==> config.mk <==
export PLATFORM = sky130hd
export DESIGN_NAME = mult4_err_scan
export DESIGN_NICKNAME = d
export VERILOG_FILES = /design/src/rtl/mult4_err_scan.sv
export SDC_FILE = /design/constraint.sdc
export NUM_CORES = 1
export LEC_CHECK = 0
export CORE_ASPECT_RATIO = 1.2
export CORE_UTILIZATION = 55
export DETAILED_ROUTE_END_ITERATION = 8
export DONT_BUFFER_PORTS = 1
export PLACE_DENSITY = 0.73
export SYNTH_ARGS = -nofsm -noshare
export SYNTH_HDL_FRONTEND = slang
export SYNTH_SLANG_ARGS = --single-unit
==> constraint.sdc <==
create_clock -name clk -period 21.7 [get_ports clk]
set_input_delay 2.17 -clock clk [delete_from_list [all_inputs] [get_ports clk]]
set_output_delay 2.17 -clock clk [all_outputs]
set_load 0.01 [all_outputs]
==> src/rtl/mult4_err_scan.sv <==
// mult4_err_scan: exhaustive 4x4 multiplier error scanner over all 256 operand pairs
// Ports:
//   clk          rising-edge clock
//   rst_n        asynchronous active-low reset
//   start        one-cycle sweep request, honoured only when idle
//   a_out/b_out  operands driven to the multiplier under test (0 outside the sweep)
//   p_in         product returned by the multiplier under test, DUT_LAT cycles later
//   busy         high from the first sweep cycle through the last drain cycle
//   done         one-cycle pulse when the results are final
//   err_count    number of pairs whose product was wrong
//   sum_abs_err  sum of absolute errors over all pairs
//   max_abs_err  largest absolute error seen
//   max_idx      {A,B} of the first pair that reached max_abs_err
//   bias_sum     signed sum of (p_in - A*B), present only with MULT4_ERR_SCAN_BIAS_EN
// Parameter DUT_LAT (0..3): multiplier latency from a_out/b_out to p_in.
// Optional feature macro: MULT4_ERR_SCAN_BIAS_EN.
module mult4_err_scan #(
    parameter int DUT_LAT = 0
) (
    input  logic        clk,
    input  logic        rst_n,
    input  logic        start,
    input  logic [7:0]  p_in,
    output logic [3:0]  a_out,
    output logic [3:0]  b_out,
    output logic        busy,
    output logic        done,
    output logic [8:0]  err_count,
    output logic [15:0] sum_abs_err,
    output logic [7:0]  max_abs_err,
    output logic [7:0]  max_idx
`ifdef MULT4_ERR_SCAN_BIAS_EN
    ,
    output logic signed [16:0] bias_sum
`endif
);
    typedef enum logic [1:0] {IDLE, SWEEP, DRAIN, DONE} state_t;
    state_t state;
    logic [7:0] k;
    logic [1:0] cnt;
    logic sweep, clr, tv;
    logic [7:0] te, ti, d;
    logic [16:0] cur, tap;

    assign sweep = state == SWEEP;
    assign clr = state == IDLE && start;
    assign a_out = sweep ? k[7:4] : 4'd0;
    assign b_out = sweep ? k[3:0] : 4'd0;
    // {valid, expected product, index} travels down the delay line to meet p_in
    assign cur = {sweep, {4'd0, a_out} * {4'd0, b_out}, k};

    generate
        if (DUT_LAT == 0) begin : g_nolat
            assign tap = cur;
        end else begin : g_lat
            logic [16:0] sr [DUT_LAT];
            always_ff @(posedge clk or negedge rst_n) begin
                if (!rst_n) begin
                    for (int i = 0; i < DUT_LAT; i++) sr[i] <= '0;
                end else begin
                    sr[0] <= cur;
                    for (int i = 1; i < DUT_LAT; i++) sr[i] <= sr[i-1];
                end
            end
            assign tap = sr[DUT_LAT-1];
        end
    endgenerate

    assign tv = tap[16];
    assign te = tap[15:8];
    assign ti = tap[7:0];
    assign d = p_in >= te ? p_in - te : te - p_in;

    always_ff @(posedge clk or negedge rst_n) begin
        if (!rst_n) begin
            state <= IDLE;
            k <= '0;
            cnt <= '0;
            busy <= 1'b0;
            done <= 1'b0;
        end else begin
            case (state)
                IDLE: if (start) begin
                    state <= SWEEP;
                    k <= '0;
                    busy <= 1'b1;
                end
                SWEEP: begin
                    k <= k + 8'd1;
                    if (k == 8'hFF) begin
                        if (DUT_LAT == 0) begin
                            state <= DONE;
                            busy <= 1'b0;
                            done <= 1'b1;
                        end else begin
                            state <= DRAIN;
                            cnt <= 2'(DUT_LAT - 1);
                        end
                    end
                end
                DRAIN: begin
                    if (cnt == 2'd0) begin
                        state <= DONE;
                        busy <= 1'b0;
                        done <= 1'b1;
                    end else cnt <= cnt - 2'd1;
                end
                DONE: begin
                    state <= IDLE;
                    done <= 1'b0;
                end
            endcase
        end
    end

    always_ff @(posedge clk or negedge rst_n) begin
        if (!rst_n) begin
            err_count <= '0;
            sum_abs_err <= '0;
            max_abs_err <= '0;
            max_idx <= '0;
        end else if (clr) begin
            err_count <= '0;
            sum_abs_err <= '0;
            max_abs_err <= '0;
            max_idx <= '0;
        end else if (tv) begin
            err_count <= err_count + {8'd0, d != 8'd0};
            sum_abs_err <= sum_abs_err + {8'd0, d};
            // strict compare keeps the earliest pair on ties
            if (d > max_abs_err) begin
                max_abs_err <= d;
                max_idx <= ti;
            end
        end
    end

`ifdef MULT4_ERR_SCAN_BIAS_EN
    // modulo-2^17 add of the zero-extended difference yields the signed sum
    always_ff @(posedge clk or negedge rst_n) begin
        if (!rst_n) bias_sum <= '0;
        else if (clr) bias_sum <= '0;
        else if (tv) bias_sum <= bias_sum + $signed({9'd0, p_in}) - $signed({9'd0, te});
    end
`endif
endmodule

==> impl_metrics.json <==
{
  "outcome": "finished with violations",
  "violations": "design-rule violations",
  "core_region_area_sq_um": 7790,
  "areaGrowthSynthToFinish_pct": 3.60,
  "pwr-share-comb_pct": 49.4,
  "overflow": 0,
  "setup_tns_ns": 0,
  "ff2ff_setup_slack_ns": 13.91,
  "timing.final.crit_share_pct": 35.9,
  "fin_crit_ns": 7.79,
  "p_per_area_nw_per_um2": 101,
  "post-layout-total-power_mw": 0.472,
  "clk_pin_slew_ns": 0.12,
  "synth_area_sq_um": 4490,
  "n_antenna_cell": 0,
  "grt_max_degree": 56,
  "drt-initial-drc-count": 162,
  "internal_power_mw": 0.253,
  "portBuffers": 0,
  "grt_pass1_wl_um": 15800,
  "synth_ff_type": "dfrtp_1",
  "vias_per_cell": 5.99,
  "dieHeight_um": 101,
  "design.die.area_sq_um": 8530,
  "ir_worst_vdd_v": 0.0000848,
  "avgSynthCellArea_sq_um": 8.94,
  "synth_edf_count": 0,
  "fmax_ghz": 0.128,
  "clock_skew_ns": 0.0209,
  "critPathSlowestCell": "nor3_4",
  "cts_tree": "built",
  "synth-seq-area-share_pct": 30.7,
  "switchingPower_mw": 0.219,
  "dp.cells": 581,
  "setup_viol": 0,
  "start_kind": "flop",
  "critPathMaxFanout": 45,
  "synth_nets": 569,
  "post_cts_buffers": 0,
  "rsz0062_at_grt": "no",
  "cpPeakStageDelay_ns": 0.72,
  "p_leak_nw": 2.28,
  "synth_cells": 502,
  "async_flop_share_pct": 100,
  "post_drt_wl_per_cell_um": 16.1,
  "finalHoldViolations": 0,
  "first_pass_iters": 6,
  "instances_no_fill": 589,
  "grt_pass1_vias": 3503,
  "gp_congestion": 0.891,
  "arrival_ns": 8.03,
  "num_vias": 3526,
  "ctsHtreeMaxLevel": 2,
  "clkSinkCount": 55,
  "crit_start": "state[1]$_DFFE_PN0P_",
  "min_path_type": "reg2reg",
  "drv_slew": 0,
  "pin_count": 62,
  "max_slew.worst_pin.slew_ns": 0.954,
  "pwr-share-clk_pct": 12.9,
  "clkLatencyLatePin_ns": 0.32,
  "synth_warnings": 0,
  "clk_path_buf_depth": 2,
  "ys_seq_elements": 55,
  "cp-endpoint": "max_idx[1]$_DFFE_PN0P_",
  "die_w_um": 84.5,
  "initial_core_util_pct": 57.6,
  "cp-end-kind": "flop",
  "nNetsFinal": 563,
  "drc": 10,
  "reg2reg_to": "max_idx[1]$_DFFE_PN0P_",
  "sw_frac_of_total_pct": 46.4,
  "ant_nets": 0,
  "postLayoutCoreUtil_pct": 59.6,
  "drive_gt1_share_pct": 5.03,
  "seqPwrFrac_pct": 37.7,
  "wirelength_um": 9490,
  "cts_inserted_buffers": 5,
  "r2r_cells": 30,
  "cts_root_buffer": "clkbuf_8",
  "dpl.hpwl_um": 7370,
  "timing.rr.start": "state[1]$_DFFE_PN0P_",
  "slew_headroom_pct": 36.4,
  "cts_resized": 0,
  "ys_types": 59,
  "std_cell_rows": 35,
  "grt_antenna_before_repair": 0,
  "required_ns": 21.95,
  "grtUsageTotal_pct": 22.8,
  "hold_buffers": 0,
  "criticalPathCategory": "reg2reg",
  "drv_cap": 0
}
critical path: cells and delay by family (launching register included):
kind / cells / cell delay, ns
buffers and inverters: 3 / 0.52
flip-flops: 1 / 0.42
AO/OA/AOI/OAI: 11 / 2.03
AND/OR/NAND/NOR: 7 / 1.92
multiplexers: 1 / 0.28
adder cells (fa/ha/maj): 6 / 2.00
XOR/XNOR: 2 / 0.52
worst min-delay path by stage:
stage | start | endpoint | slack [ns] | cells past startpoint
floorplan | cnt[0]$_DFFE_PN0P_ | cnt[0]$_DFFE_PN0P_ | 0.45 | 1
detailed placement | cnt[0]$_DFFE_PN0P_ | cnt[0]$_DFFE_PN0P_ | 0.47 | 1
CTS | cnt[0]$_DFFE_PN0P_ | cnt[0]$_DFFE_PN0P_ | 0.49 | 1
global route | cnt[0]$_DFFE_PN0P_ | cnt[0]$_DFFE_PN0P_ | 0.49 | 1
finish | cnt[0]$_DFFE_PN0P_ | cnt[0]$_DFFE_PN0P_ | 0.49 | 1
global placement | cnt[0]$_DFFE_PN0P_ | cnt[0]$_DFFE_PN0P_ | 0.46 | 1
synthesized netlist by cell type (7+ instances only):
master     n  area (sq um)
nand2b_1   7          43.8
nand2_1   57           214
ha_1      50           626
o21ai_0   17          85.1
nand3_1   12          60.1
xor2_1    11          96.3
inv_1     38           143
xnor2_1   17           149
nor2_1    37           139
and3_1    21           131
dfrtp_1   55          1380
and2_1    11          68.8
a31oi_1    9          56.3
clkbuf_1  13          48.8
mux2i_1   22           220
a21oi_1   24           120
final cells by class:
type / instances / area, sq um
Multi-Input combinational cell: 394 / 2900
Inverter: 38 / 143
Timing Repair Buffer: 2 / 15.0
Sequential cell: 55 / 1380
Clock inverter: 3 / 27.5
Fill cell: 688 / 3150
Clock buffer: 5 / 68.8
Tap cell: 92 / 115
metrics by stage:
| step | hold WS, ns | setup slack, ns | instance area [sq um] |
|---|---|---|---|
| final | 0.486 | 13.91 | 4650 |
| after global routing | 0.494 | 13.41 | 4650 |
| after CTS | 0.486 | 13.89 | 4650 |
| after detailed placement | 0.466 | 13.93 | 4550 |
| after global placement | 0.463 | 14.07 | 4550 |
| after floorplan | 0.446 | 14.25 | 4490 |
per-layer routing:
metal / up-vias / wire (um) / GRT usage, % / share of wire [%]
met5: - / 0 / 0 / 0
met4: 0 / 125 / 6.13 / 1.3
met3: 8 / 495 / 3.77 / 5.2
met2: 69 / 4590 / 40.4 / 48
met1: 1689 / 4280 / 29.0 / 45
li1: 1760 / - / - / -
power groups by stage:
stage	combinational [mW]	clock [mW]	sequential, mW
final	0.233	0.0608	0.178
after global placement	0.225	0	0.180
after CTS	0.234	0.0627	0.179
after global routing	0.261	0.0649	0.183
after detailed placement	0.232	0	0.181
after floorplan	0.198	0	0.165
cells in the final DEF, fill, tap and decap left out, types with 9 or more instances in the layout:
master	instances
dfrtp_1	55
o21ai_0	17
mux2i_1	22
xor2_1	11
nand2_1	57
nand3_1	12
nor2_1	37
a31oi_1	9
xnor2_1	17
ha_1	50
a21oi_1	24
and2_1	11
inv_1	38
and3_1	21
registers in the layout (all words and copies together) (netlist names):
signal,flops
k,8
done,1
max_idx,8
sum_abs_err,16
cnt,2
state,2
err_count,9
max_abs_err,8
busy,1
logic make-up after synthesis:
kind of cell	share of synthesized area [%]
simple gates	20.1
flops	30.7
fa+ha+maj	16.8
compound gates	16.1
xor+xnor	5.97
mux	5.66
buf+inv	4.63
(Power assumes the default switching activity.)
